## src/rtl/serial_subtractor_pkg.sv

```systemverilog
// Shared definitions for the bit-serial subtractor and ALU control:
// FSM state encoding and the default CPU datapath width.
package serial_subtractor_pkg;

  localparam int CPU_DATA_W = 4;

  typedef enum logic [1:0] {
    IDLE  = 2'd0,
    SHIFT = 2'd1,
    DONE  = 2'd2
  } sub_state_t;

endpackage : serial_subtractor_pkg

```

## src/rtl/serial_subtractor_if.sv

```systemverilog
// Request/result bundle between the ALU (master) and the serial subtractor (slave).
// Optional zero/overflow status lines exist only when SUB_STATUS_FLAGS_EN is defined.
interface serial_subtractor_if
  import serial_subtractor_pkg::*;
#(
  parameter int W = CPU_DATA_W
);

  logic         start_i;
  logic [W-1:0] a_i;
  logic [W-1:0] b_i;
  logic         borrow_i;
  logic         ready_o;
  logic         done_o;
  logic [W-1:0] diff_o;
  logic         borrow_o;
`ifdef SUB_STATUS_FLAGS_EN
  logic         zero_o;
  logic         ovf_o;
`endif

  modport master (
    output start_i, a_i, b_i, borrow_i,
`ifdef SUB_STATUS_FLAGS_EN
    input  zero_o, ovf_o,
`endif
    input  ready_o, done_o, diff_o, borrow_o
  );

  modport slave (
    input  start_i, a_i, b_i, borrow_i,
`ifdef SUB_STATUS_FLAGS_EN
    output zero_o, ovf_o,
`endif
    output ready_o, done_o, diff_o, borrow_o
  );

endinterface : serial_subtractor_if

```

## src/rtl/serial_subtractor_full_subtractor.sv

```systemverilog
// Single-bit full subtractor cell: diff = a ^ b ^ bin, borrow out when a < b + bin.
module full_subtractor (
  input  logic a_i,
  input  logic b_i,
  input  logic borrow_i,
  output logic diff_o,
  output logic borrow_o
);

  logic w_axb;

  assign w_axb    = a_i ^ b_i;
  assign diff_o   = w_axb ^ borrow_i;
  assign borrow_o = (~a_i & b_i) | (~w_axb & borrow_i);

endmodule : full_subtractor

```

## src/rtl/serial_subtractor.sv

```systemverilog
// Bit-serial a - b - borrow_in, LSB first, one bit per clock through one full-subtractor cell.
// Optional zero/overflow status flags are built when SUB_STATUS_FLAGS_EN is defined.
//
//   state | meaning
//   IDLE  | ready for a request, outputs hold the last result
//   SHIFT | one operand bit per cycle, SUB_BIT_NUMB cycles
//   DONE  | result published, done pulse for this single cycle
module serial_subtractor
  import serial_subtractor_pkg::*;
#(
  parameter int SUB_BIT_NUMB = CPU_DATA_W
) (
  input  logic                clk_i,
  input  logic                rst_i,
  serial_subtractor_if.slave  sub_if
);

  localparam int CNT_W = $clog2(SUB_BIT_NUMB);
  localparam logic [CNT_W-1:0] CNT_LAST = CNT_W'(SUB_BIT_NUMB - 1);

  sub_state_t              r_state;
  logic [CNT_W-1:0]        r_cnt;
  logic [SUB_BIT_NUMB-1:0] r_a;
  logic [SUB_BIT_NUMB-1:0] r_b;
  logic [SUB_BIT_NUMB-2:0] r_res;
  logic                    r_br;
  logic                    r_ready;
  logic                    r_done;
  logic [SUB_BIT_NUMB-1:0] r_diff;
  logic                    r_borrow;
`ifdef SUB_STATUS_FLAGS_EN
  logic                    r_a_msb;
  logic                    r_b_msb;
  logic                    r_zero;
  logic                    r_ovf;
`endif

  logic                    w_d;
  logic                    w_br_nxt;
  logic [SUB_BIT_NUMB-1:0] w_res_all;

  full_subtractor u_fs (
    .a_i      (r_a[0]),
    .b_i      (r_b[0]),
    .borrow_i (r_br),
    .diff_o   (w_d),
    .borrow_o (w_br_nxt)
  );

  // New bit enters at the MSB side; after the last bit this is the full result.
  assign w_res_all = {w_d, r_res};

  always_ff @(posedge clk_i) begin
    if (rst_i) begin
      r_state  <= IDLE;
      r_cnt    <= '0;
      r_a      <= '0;
      r_b      <= '0;
      r_res    <= '0;
      r_br     <= 1'b0;
      r_ready  <= 1'b1;
      r_done   <= 1'b0;
      r_diff   <= '0;
      r_borrow <= 1'b0;
`ifdef SUB_STATUS_FLAGS_EN
      r_a_msb  <= 1'b0;
      r_b_msb  <= 1'b0;
      r_zero   <= 1'b0;
      r_ovf    <= 1'b0;
`endif
    end else begin
      case (r_state)
        IDLE: begin
          if (sub_if.start_i && r_ready) begin
            r_a     <= sub_if.a_i;
            r_b     <= sub_if.b_i;
            r_br    <= sub_if.borrow_i;
            r_cnt   <= '0;
            r_ready <= 1'b0;
            r_state <= SHIFT;
`ifdef SUB_STATUS_FLAGS_EN
            r_a_msb <= sub_if.a_i[SUB_BIT_NUMB-1];
            r_b_msb <= sub_if.b_i[SUB_BIT_NUMB-1];
`endif
          end
        end
        SHIFT: begin
          r_a   <= r_a >> 1;
          r_b   <= r_b >> 1;
          r_br  <= w_br_nxt;
          r_res <= w_res_all[SUB_BIT_NUMB-1:1];
          r_cnt <= r_cnt + CNT_W'(1);
          if (r_cnt == CNT_LAST) begin
            r_state  <= DONE;
            r_done   <= 1'b1;
            r_diff   <= w_res_all;
            r_borrow <= w_br_nxt;
`ifdef SUB_STATUS_FLAGS_EN
            r_zero   <= (w_res_all == '0);
            // Overflow only possible when operand signs differ.
            r_ovf    <= (r_a_msb != r_b_msb) && (w_d != r_a_msb);
`endif
          end
        end
        DONE: begin
          r_done  <= 1'b0;
          r_ready <= 1'b1;
          r_state <= IDLE;
        end
        default: begin
          r_done  <= 1'b0;
          r_ready <= 1'b1;
          r_state <= IDLE;
        end
      endcase
    end
  end

  assign sub_if.ready_o  = r_ready;
  assign sub_if.done_o   = r_done;
  assign sub_if.diff_o   = r_diff;
  assign sub_if.borrow_o = r_borrow;
`ifdef SUB_STATUS_FLAGS_EN
  assign sub_if.zero_o   = r_zero;
  assign sub_if.ovf_o    = r_ovf;
`endif

endmodule : serial_subtractor

```

## src/flat_wrapper.sv

```systemverilog
// flat-port wrapper written by rule: the top's interface ports become plain ports
module serial_subtractor_flat import serial_subtractor_pkg::*;
#(
  parameter int SUB_BIT_NUMB = CPU_DATA_W
)
  (clk_i, rst_i, sub_if_start_i, sub_if_a_i, sub_if_b_i, sub_if_borrow_i, sub_if_ready_o, sub_if_done_o, sub_if_diff_o, sub_if_borrow_o);
  serial_subtractor_if #(.W((4))) sub_if_i ();
  input  logic clk_i;
  input  logic rst_i;
  input wire logic [$bits(sub_if_i.start_i)-1:0] sub_if_start_i;
  input wire logic [$bits(sub_if_i.a_i)-1:0] sub_if_a_i;
  input wire logic [$bits(sub_if_i.b_i)-1:0] sub_if_b_i;
  input wire logic [$bits(sub_if_i.borrow_i)-1:0] sub_if_borrow_i;
  output wire logic [$bits(sub_if_i.ready_o)-1:0] sub_if_ready_o;
  output wire logic [$bits(sub_if_i.done_o)-1:0] sub_if_done_o;
  output wire logic [$bits(sub_if_i.diff_o)-1:0] sub_if_diff_o;
  output wire logic [$bits(sub_if_i.borrow_o)-1:0] sub_if_borrow_o;
  assign sub_if_i.start_i = sub_if_start_i;
  assign sub_if_i.a_i = sub_if_a_i;
  assign sub_if_i.b_i = sub_if_b_i;
  assign sub_if_i.borrow_i = sub_if_borrow_i;
  assign sub_if_ready_o = sub_if_i.ready_o;
  assign sub_if_done_o = sub_if_i.done_o;
  assign sub_if_diff_o = sub_if_i.diff_o;
  assign sub_if_borrow_o = sub_if_i.borrow_o;
  serial_subtractor #(.SUB_BIT_NUMB(SUB_BIT_NUMB)) u_core (.clk_i(clk_i), .rst_i(rst_i), .sub_if(sub_if_i));
endmodule
```

## config.mk

```make
export PLATFORM = sky130hd
export DESIGN_NAME = serial_subtractor_flat
export DESIGN_NICKNAME = d
export VERILOG_FILES = /design/src/rtl/serial_subtractor_pkg.sv /design/src/rtl/serial_subtractor_if.sv /design/src/rtl/serial_subtractor_full_subtractor.sv /design/src/rtl/serial_subtractor.sv /design/src/flat_wrapper.sv
export SDC_FILE = /design/constraint.sdc
export NUM_CORES = 1
export LEC_CHECK = 0
export CORE_MARGIN = 8
export CORE_UTILIZATION = 53
export DETAILED_ROUTE_END_ITERATION = 10
export GPL_ROUTABILITY_DRIVEN = 0
export PLACE_DENSITY = 0.85
export SLEW_MARGIN = 40
export SYNTH_ARGS = -nofsm -noshare
export SYNTH_HDL_FRONTEND = slang
export SYNTH_SLANG_ARGS = --single-unit
export TNS_END_PERCENT = 5
```

## constraint.sdc

```tcl
create_clock -name clk_i -period 3.35 [get_ports clk_i]
set_input_delay 0.67 -clock clk_i [delete_from_list [all_inputs] [get_ports clk_i]]
set_output_delay 0.67 -clock clk_i [all_outputs]
set_load 0.02 [all_outputs]
```

==> run metrics, run 1 <==
setup bufs post-CTS=0; nets=134; register area share after synthesis=47.4%; f_max=489 MHz; Max Cap Viol=0; CTS tree=built; RSZ-0062 raised after global routing=false; Synth Instances=103; TNS Setup=0 ps; grt met3 use=4.13%; DR vias=768; Worst Path Required=2680 ps; number of routed nets with antenna violations=0; Worst Path Buf+Inv=1; FFs w/ async S/R, synth=0%; cells along the critical path=clkdlybuf4s50_1; measured slew at the worst slew-check pin=330 ps; Synth Area per Inst=9.43 sq um; clock tree sinks=23; sequential cell fraction of total power=59.4%; Worst Hold End=u_core.sub_if.diff_o[2]; PnR worst setup slack=1300 ps; RR Endpoint=u_core.sub_if.diff_o[0]; sw frac=26.1%; part of the power in combinational logic=15.2%; Resize count post-CTS=0; critical path class=reg2out; Min-Delay Path Class=reg2reg; status=finished, final reports clean; worst r2r src=u_core.r_cnt[0]; vias in the first global route=712; largest area contributor in the netlist=dfxtp_1; VDD IR-drop max=0.278 mV; Port Buffers=18; dpl ws=1230 ps; Initial Util=56.2%; largest net degree at the start of global routing=23; overall routed net length=1.92 mm; crit path launch type=register; Cell Pwr Density=431 nW/um^2; DR vias/cell=5.33; GRT met1 Usage=14.4%; Fill cells=137; Worst path slowest cell=clkdlybuf4s50_1; total power=0.509 mW; die width=58.8 microns; Net Count, Synth=117; H-tree levels=1; Lkg Pwr=0.422 nW; Root Driver=clkbuf_4; HPWL Detailed=1.33 mm; Yosys top cell area share=47.4%; first-pass GRT wire length=3.22 mm; Crit Path Max Fanout=5; Net Sw Power=0.133 mW; Post-CTS Hold Fix Bufs=0; clk slew on worst S/H paths=130 ps; crit path time final=2050 ps; TritonRoute pass-1 iters=2; Slew Limit Fails=0; die footprint=3460 sq um; post-synthesis register bit count=23; met2 Use GR=17.1%; Setup-failing EPs final=0; io pins=19; slew margin rel.=78.0%; Row Count=15; Pint=0.376 mW; Critical Path AT=1380 ps; core area=1730 sq um; Worst R2R Path Depth=4; Synth Warn #=0; Wirelength per Cell=13.3 microns; Most Used Layer, Global Route=met2; Clk pwr share=25.4%; hold depth=2; Reg2Reg Setup Slack=2020 ps; Diodes inserted=0; Largest delay share family, worst path=buffers and inverters; Finished Cell Area=1180 sq um; HP Start=u_core.sub_if.diff_o[2]; ratio of cells with drive above 1 in the final layout=10.1%; grt ovf=0; Worst path max stage delay=640 ps; worst clock skew=3.90 ps; count of unique library cells instantiated by Yosys=30; fin crit share=61.1%; Worst setup EP type=primary output; Die Y=58.8 microns; CTS buffer count=3; EDFF count, synth=0; worst skew pair latency=310 ps; top cells by area, synth=dfxtp_1 (47%), a21oi_1 (7.2%), o221a_1 (7.0%); Post-DP Area=1150 sq um; Area Growth Syn to Fin=21.5%; GRT Resource Usage Total=11.9%; final hold vios=0; ys flop type=dfxtp_1; Max clock buf depth=2; number of remaining DRC errors=0; Mapped Area=971 sq um; number of antenna violations at the first check in global routing=0; Iter 0 DRT Violations=5; WHS=463 ps
[state kept, by name, indices dropped and copies added, names as in the netlist]
name and count:
u_core.r_a 4, u_core.r_b 4, u_core.sub_if.diff_o 4, u_core.r_res 3, u_core.r_cnt 2, u_core.r_state 2, u_core.r_br 1, u_core.sub_if.borrow_o 1
u_core.sub_if.done_o 1, u_core.sub_if.ready_o 1
[area by class of cell]
class / count / area (sq um) / area share (%)
clock buffer: 3 / 22.5 / 1.91
clock inverter: 1 / 5.00 / 0.424
inverter: 8 / 30.0 / 2.55
multi-input combinational: 64 / 435 / 36.9
sequential: 23 / 460 / 39.0
tap: 25 / 31.3 / 2.65
timing repair buffer: 20 / 195 / 16.5
[through the flow]
stage,util [%],std cells
floorplan,-,103
global placement,66.7,140
detailed placement,66.7,140
CTS,68.3,144
global route,68.3,144
finish,68.3,144
[Yosys cell counts (2+ instances only)]
| cell type | count |
|---|---|
| dfxtp_1 | 23 |
| a21oi_1 | 14 |
| inv_1 | 8 |
| nand2_1 | 7 |
| nor2_1 | 6 |
| o221a_1 | 6 |
| nand3_1 | 5 |
| buf_2 | 3 |
| clkbuf_1 | 3 |
| mux2i_1 | 3 |
| nand3b_1 | 3 |
| a31oi_1 | 2 |
| mux2_2 | 2 |
| or4b_1 | 2 |
[power by group through the flow]
stage / registers (mW) / logic, mW / clock network [mW]
2_1_floorplan: 0.305 / 0.0552 / 0
3_3_place_gp: 0.308 / 0.0758 / 0
3_5_place_dp: 0.308 / 0.0777 / 0
4_1_cts: 0.302 / 0.0780 / 0.132
5_1_grt: 0.305 / 0.0856 / 0.146
6_report: 0.302 / 0.0775 / 0.129
[cell families (layout without fill, tap and decap cells)]
family / Yosys count / in the layout / synth area share, %
compound gates: 27 / 27 / 19.5
simple gates: 30 / 30 / 16.6
fa+ha+maj: 2 / 2 / 3.35
flops: 23 / 23 / 47.4
buf+inv: 16 / 32 / 7.73
mux: 5 / 5 / 5.41
[placed cells by master (no fill, tap or decap), drive strengths merged]
cell type | Yosys | routed
o221a | 6 | 6
nor2 | 7 | 7
mux2 | 2 | 2
a21o | 1 | 1
ha | 1 | 1
or2 | 1 | 1
clkbuf | 3 | 3
a31oi | 2 | 2
or2b | 1 | 1
clkdlybuf4s50 | 0 | 18
a311oi | 1 | 1
inv | 8 | 8
o21ai | 1 | 1
clkinv | 0 | 1
or3 | 1 | 1
mux2i | 3 | 3
nand2b | 1 | 1
or4b | 2 | 2
a211oi | 1 | 1
a21oi | 14 | 14
o32ai | 1 | 1
buf | 5 | 2
nand3b | 3 | 3
nor2b | 1 | 1
fa | 1 | 1
nand3 | 5 | 5
dfxtp | 23 | 23
nand2 | 8 | 8
[metal layers]
layer,routed length [microns],share of wire (%),up-vias
met3,116,6.0,5
li1,-,-,391
met1,951,50,356
met4,49,2.6,0
met2,804,42,16
met5,0,0,-
[worst max-delay path by stage]
stage,start,slack (ps),cells past startpoint,end
3_5_place_dp,sub_if_start_i,1230,4,u_core.r_a[1]
3_3_place_gp,sub_if_start_i,1280,4,u_core.r_b[0]
6_report,u_core.sub_if.ready_o,1300,1,sub_if_ready_o
5_1_grt,u_core.sub_if.ready_o,1260,1,sub_if_ready_o
2_1_floorplan,sub_if_start_i,1850,4,u_core.r_a[0]
4_1_cts,u_core.sub_if.ready_o,1290,1,sub_if_ready_o
No activity file was read; power rests on OpenSTA's default activity.
==> run 2, diff against run 1 <==
CORE_UTILIZATION = 44   (was 53)
PLACE_DENSITY = 0.75   (was 0.85)
clock period = 1.7 ns   (was 3.35 ns; I/O delays follow)
==> run metrics, run 2 (synthesized netlist as in run 1, its figures left out) <==
status=finished, final reports clean; PnR worst setup slack=94.0 ps (-1210 ps); worst skew pair latency=300 ps (about the same); crit path to=sub_if_done_o; multi-input logic area=435 sq um (unchanged); Max Cap Viol=0 (unchanged); die width=63.0 microns (+7.1%); part of the power in combinational logic=15.7% (+0.5 points); Largest delay share family, worst path=buffers and inverters; Net Sw Power=0.257 mW (+93%); number of remaining DRC errors=0 (unchanged); largest net degree at the start of global routing=22 (-4.3%); vias in the first global route=706 (-0.84%); Fill cells=208 (+52%); VDD IR-drop max=0.391 mV (+41%); critical path class=reg2out; Worst path max stage delay=610 ps (-30 ps); Slew Limit Fails=0 (unchanged); sw frac=25.7% (-0.46 points); cells along the critical path=clkdlybuf4s50_1; Iter 0 DRT Violations=9 (+4); Area Growth Syn to Fin=23.3%; crit path from=u_core.sub_if.done_o; Initial Util=45.2% (-11 points); Row Count=17 (+2); Clk pwr share=24.7% (-0.7 points); H-tree levels=1 (unchanged); Wirelength per Cell=12.7 microns (-4.9%); Worst Path Buf+Inv=1 (unchanged); met2 Use GR=14.6% (-2.5 points); Min-Delay Path Class=reg2reg; DR vias=757 (-1.4%); Port Buffers=18 (unchanged); Cell Pwr Density=835 nW/um^2 (+94%); Worst setup EP type=primary output; first-pass GRT wire length=3.14 mm (-2.4%); total power=1.00 mW (+97%); DR vias/cell=5.08 (-4.7%); clk slew on worst S/H paths=120 ps (about the same); ratio of cells with drive above 1 in the final layout=11.6% (+1.5 points); f_max=623 MHz; io pins=19 (unchanged); Setup-failing EPs final=0 (unchanged); Most Used Layer, Global Route=met2; Post-DP Area=1170 sq um (+1.6%); WP depth=1 (unchanged); RR Endpoint=u_core.r_b[1]; Finished Cell Area=1200 sq um (+1.5%); GRT Resource Usage Total=9.45% (-2.5 points); Worst Path Required=1360 ps (-1320 ps); grt ovf=0 (unchanged); worst clock skew=3.30 ps (-0.605 ps); commonest cells after routing, fill and taps aside=dfxtp_1 (23), clkdlybuf4s50_1 (17), a21oi_1 (14); Lkg Pwr=0.432 nW (+2.3%); worst r2r src=u_core.sub_if.ready_o; RSZ-0062 raised after global routing=false; fin crit share=94.5%; core area=2150 sq um (+24%); GRT met1 Usage=11.4% (-3.0 points); number of routed nets with antenna violations=0 (unchanged); Pint=0.744 mW (+98%); Max clock buf depth=2 (unchanged); nets=136 (+1.5%); Crit Path Max Fanout=2 (-3); Worst path slowest cell=clkdlybuf4s50_1; crit path time final=1610 ps; CTS buffer count=3 (unchanged); crit path launch type=register; Die Y=63.0 microns (+7.1%); grt met3 use=1.79% (-2.3 points); Diodes inserted=0 (unchanged); TritonRoute pass-1 iters=4 (+2); Reg2Reg Setup Slack=370 ps (-1650 ps); Worst R2R Path Depth=3 (-1); final hold vios=0 (unchanged); measured slew at the worst slew-check pin=343 ps (+12.6 ps); HPWL Detailed=1.41 mm (+6.3%); register area=460 sq um (unchanged); number of antenna violations at the first check in global routing=0 (unchanged); slew margin rel.=77.1% (-0.84 points); CTS tree=built; Critical Path AT=1270 ps (-110 ps); commonest non-fill, non-tap cell in the layout=dfxtp_1; sequential cell fraction of total power=59.6% (+0.2 points); clock tree sinks=23 (unchanged); Root Driver=clkbuf_4; Final Non-Filler Cells=149 (+3.5%); dpl ws=-47.4 ps (-1280 ps); overall routed net length=1.89 mm (-1.6%); Inst Count DP=145 (+3.6%); final core area utilization=55.7% (-13 points); die footprint=3970 sq um (+15%)
## run 2: routing by layer
metal / wire [microns] / up-vias
met1: 936 / 344
met3: 64 / 2
met5: 0 / -
met2: 863 / 14
li1: - / 397
met4: 27 / 0
## run 2: worst min-delay path by stage
stage	startpoint	end	slack [ps]	cells past startpoint
2_1_floorplan	u_core.r_res[0]	u_core.sub_if.diff_o[0]	440	2
5_1_grt	u_core.sub_if.diff_o[3]	u_core.sub_if.diff_o[3]	490	2
3_3_place_gp	u_core.sub_if.diff_o[1]	u_core.sub_if.diff_o[1]	440	2
3_5_place_dp	u_core.sub_if.diff_o[2]	u_core.sub_if.diff_o[2]	450	2
4_1_cts	u_core.sub_if.diff_o[2]	u_core.sub_if.diff_o[2]	470	2
6_report	u_core.sub_if.diff_o[2]	u_core.sub_if.diff_o[2]	460	2
## run 2: worst min-delay path, cell delays in order, from the launching register on
cell and delay, ps:
dfxtp_1 330, nand2_1 50, a21oi_1 50
## run 2: timing repair
| action | in CTS | in global routing |
|---|---|---|
| gates resized for setup | 1 | 0 |
| setup buffers | 0 | 0 |
| hold buffers | 0 | 0 |
| endpoints found under the setup margin | 1 | 0 |
## run 2: layout make-up
cell class,count,share of cell area [%]
Clock buffer,3,1.88
Clock inverter,1,0.418
Inverter,8,2.51
Multi-Input combinational cell,64,36.4
Sequential cell,23,38.5
Tap cell,28,2.93
Timing Repair Buffer,22,17.5
## run 2: power by group through the flow
stage / logic [mW] / clock network, mW / registers [mW]
6_report: 0.157 / 0.247 / 0.596
5_1_grt: 0.174 / 0.277 / 0.601
4_1_cts: 0.160 / 0.256 / 0.596
3_5_place_dp: 0.160 / 0 / 0.609
3_3_place_gp: 0.155 / 0 / 0.607
2_1_floorplan: 0.109 / 0 / 0.602
## run 2: through the flow
step                TNS, ps  hold WS [ps]
finish                    0           463
global route              0           495
CTS                       0           471
detailed placement     -251           454
global placement      -23.2           444
floorplan                 0           443
==> run 3, diff against run 2 <==
ABC_AREA = 1   (was not set)
CORE_UTILIZATION = 45   (was 44)
PLACE_DENSITY = 0.76   (was 0.75)
==> run metrics, run 3 <==
top cells by count, synth=nand2_1 (38), dfxtp_1 (23), nor2_1 (23); core area=2170 sq um (+0.99%); overall routed net length=2.07 mm (+9.5%); Critical Path AT=1270 ps (about the same); EDFF count, synth=0 (unchanged); Net Count, Synth=151 (+29%); Most Used Layer, Global Route=met2; vias in the first global route=947 (+34%); ys flop type=dfxtp_1; Iter 0 DRT Violations=15 (+6); Slew Limit Fails=0 (unchanged); register area=460 sq um (unchanged); Min-Delay Path Class=reg2reg; Mapped Area=1000 sq um (+3.4%); HPWL Detailed=1.62 mm (+15%); status=finished, final reports clean; io pins=19 (unchanged); Worst path max stage delay=610 ps (about the same); Worst setup EP type=primary output; Worst path slowest cell=clkdlybuf4s50_1; critical path class=reg2out; setup bufs post-CTS=0 (unchanged); Post-DP Area=1210 sq um (+3.1%); slew margin rel.=67.9% (-9.3 points); Diodes inserted=0 (unchanged); Fill cells=216 (+3.8%); Synth Instances=137 (+33%); measured slew at the worst slew-check pin=482 ps (+139 ps); Root Driver=clkbuf_4; commonest cells after routing, fill and taps aside=nand2_1 (38), nor2_1 (23), dfxtp_1 (23); Largest delay share family, worst path=buffers and inverters; post-synthesis register bit count=23 (unchanged); Crit Path Max Fanout=2 (unchanged); f_max=620 MHz (-0.46%); total power=1.06 mW (+5.9%); first-pass GRT wire length=3.74 mm (+19%); H-tree levels=1 (unchanged); worst clock skew=3.89 ps (+0.596 ps); count of unique library cells instantiated by Yosys=15 (-50%); ratio of cells with drive above 1 in the final layout=7.55% (-4.0 points); CTS tree=built; largest area contributor in the netlist=dfxtp_1; CTS buffer count=3 (unchanged); Max Cap Viol=0 (unchanged); VDD IR-drop max=0.462 mV (+18%); cells along the critical path=clkdlybuf4s50_1; number of routed nets with antenna violations=0 (unchanged); final hold vios=0 (unchanged); Cell Pwr Density=857 nW/um^2 (+2.5%); FFs w/ async S/R, synth=0% (unchanged); Worst Path Buf+Inv=1 (unchanged); clock tree sinks=23 (unchanged); Worst Path Required=1360 ps (about the same); die width=63.2 microns (+0.39%); DR vias=909 (+20%); clk slew on worst S/H paths=120 ps (about the same); nets=174 (+28%); worst skew pair latency=300 ps (about the same); met2 Use GR=20.9% (+6.3 points); grt met3 use=3.36% (+1.6 points); GRT met1 Usage=11.1% (-0.28 points); Post-CTS Hold Fix Bufs=0 (unchanged); most frequent cell after synthesis=nand2_1; grt ovf=0 (unchanged); number of remaining DRC errors=0 (unchanged); Die Y=63.2 microns (+0.39%); largest net degree at the start of global routing=19 (-14%); die footprint=4000 sq um (+0.78%); TritonRoute pass-1 iters=4 (unchanged); register area share after synthesis=45.9% (-1.5 points); RSZ-0062 raised after global routing=false; top cells by area, synth=dfxtp_1 (46%), nand2_1 (14%), nor2_1 (8.6%); crit path launch type=register; Area Growth Syn to Fin=23.2%; Port Buffers=18 (unchanged); Yosys top cell area share=45.9% (-1.5 points); Initial Util=46.3% (+1.1 points); Synth Area per Inst=7.32 sq um (-22%); Synth Warn #=0 (unchanged); Row Count=17 (unchanged); GRT Resource Usage Total=11.0% (+1.5 points); commonest non-fill, non-tap cell in the layout=nand2_1; Setup-failing EPs final=0 (unchanged); crit path time final=1610 ps (+7.45 ps); DR vias/cell=4.86 (-4.3%); Lkg Pwr=0.570 nW (+32%); Max clock buf depth=2 (unchanged); TNS Setup=0 ps (unchanged); fin crit share=94.9% (+0.44 points); multi-input logic area=453 sq um (+4.0%); Finished Cell Area=1240 sq um (+3.2%); number of antenna violations at the first check in global routing=0 (unchanged); Wirelength per Cell=11.1 microns (-13%)
==> run 3: cell count changes after synthesis, sizes merged, moves of 3 or more <==
cell,before,now
clkbuf,3,0
mux2i,3,0
nor2,7,25
nand2,8,39
o221a,6,0
inv,8,11
a21oi,14,7
nand3,5,12
o21ai,1,8
==> run 3: kinds of logic (layout without fill, tap and decap cells) <==
family                     Yosys count  after routing  synth area share (%)
AOI/OAI and AO/OA                   15             15                  7.48
adders and majority gates            2              2                  3.24
DFF                                 23             23                  45.9
and+or+nand+nor                     81             81                  34.4
buffers and inverters               16             38                  8.98
==> run 3: layout make-up <==
class	count	share of cell area [%]
sequential	23	37.2
multi-input combinational	98	36.6
timing repair buffer	23	17.8
inverter	11	3.34
tap	28	2.83
clock buffer	4	2.13
==> run 3: what timing repair did <==
item                                    in CTS  in global routing
resized for setup                            0                  1
endpoints found under the setup margin       0                  1
hold endpoints to repair                     0                  0
==> run 3: final timing paths <==
| path | start | to | slack (ps) | cells after the start |
|---|---|---|---|---|
| max | u_core.sub_if.done_o | sub_if_done_o | 90 | 1 |
| min | u_core.r_cnt[0] | u_core.r_cnt[0] | 470 | 1 |
| min reg2reg | u_core.r_cnt[0] | u_core.r_cnt[0] | 470 | 1 |
| max reg2reg | u_core.r_state[1] | u_core.r_b[2] | 380 | 7 |
==> run 3: report_power, final <==
part           switching [mW]  leakage [nW]  internal (mW)
sequential             0.0222         0.188          0.579
combinational           0.118         0.367         0.0958
clock                   0.153        0.0150         0.0914
==> run 3: worst reg2reg max path: stages (launching register included) <==
cell	delay, ps
dfxtp_1	450
inv_2	80
nand2_2	280
buf_4	200
nand2_1	50
nand2_1	70
nor2_1	50
nor2_1	100
==> run 3: per-layer routing <==
layer	routed length, microns	part of all wire [%]	up-vias
li1	-	-	476
met1	922	45	408
met2	1010	49	23
met3	119	5.7	2
met4	19	0.92	0
met5	0	0	-
==> run 3: stage by stage <==
stage          cells  util, %  setup slack [ps]  hold slack, ps
2_1_floorplan    137        -               588             409
3_3_place_gp     183     55.7               181             442
3_5_place_dp     183     55.7               105             449
4_1_cts          187     56.9              52.5             471
5_1_grt          187     57.0              41.6             510
6_report         187     57.0              86.6             472
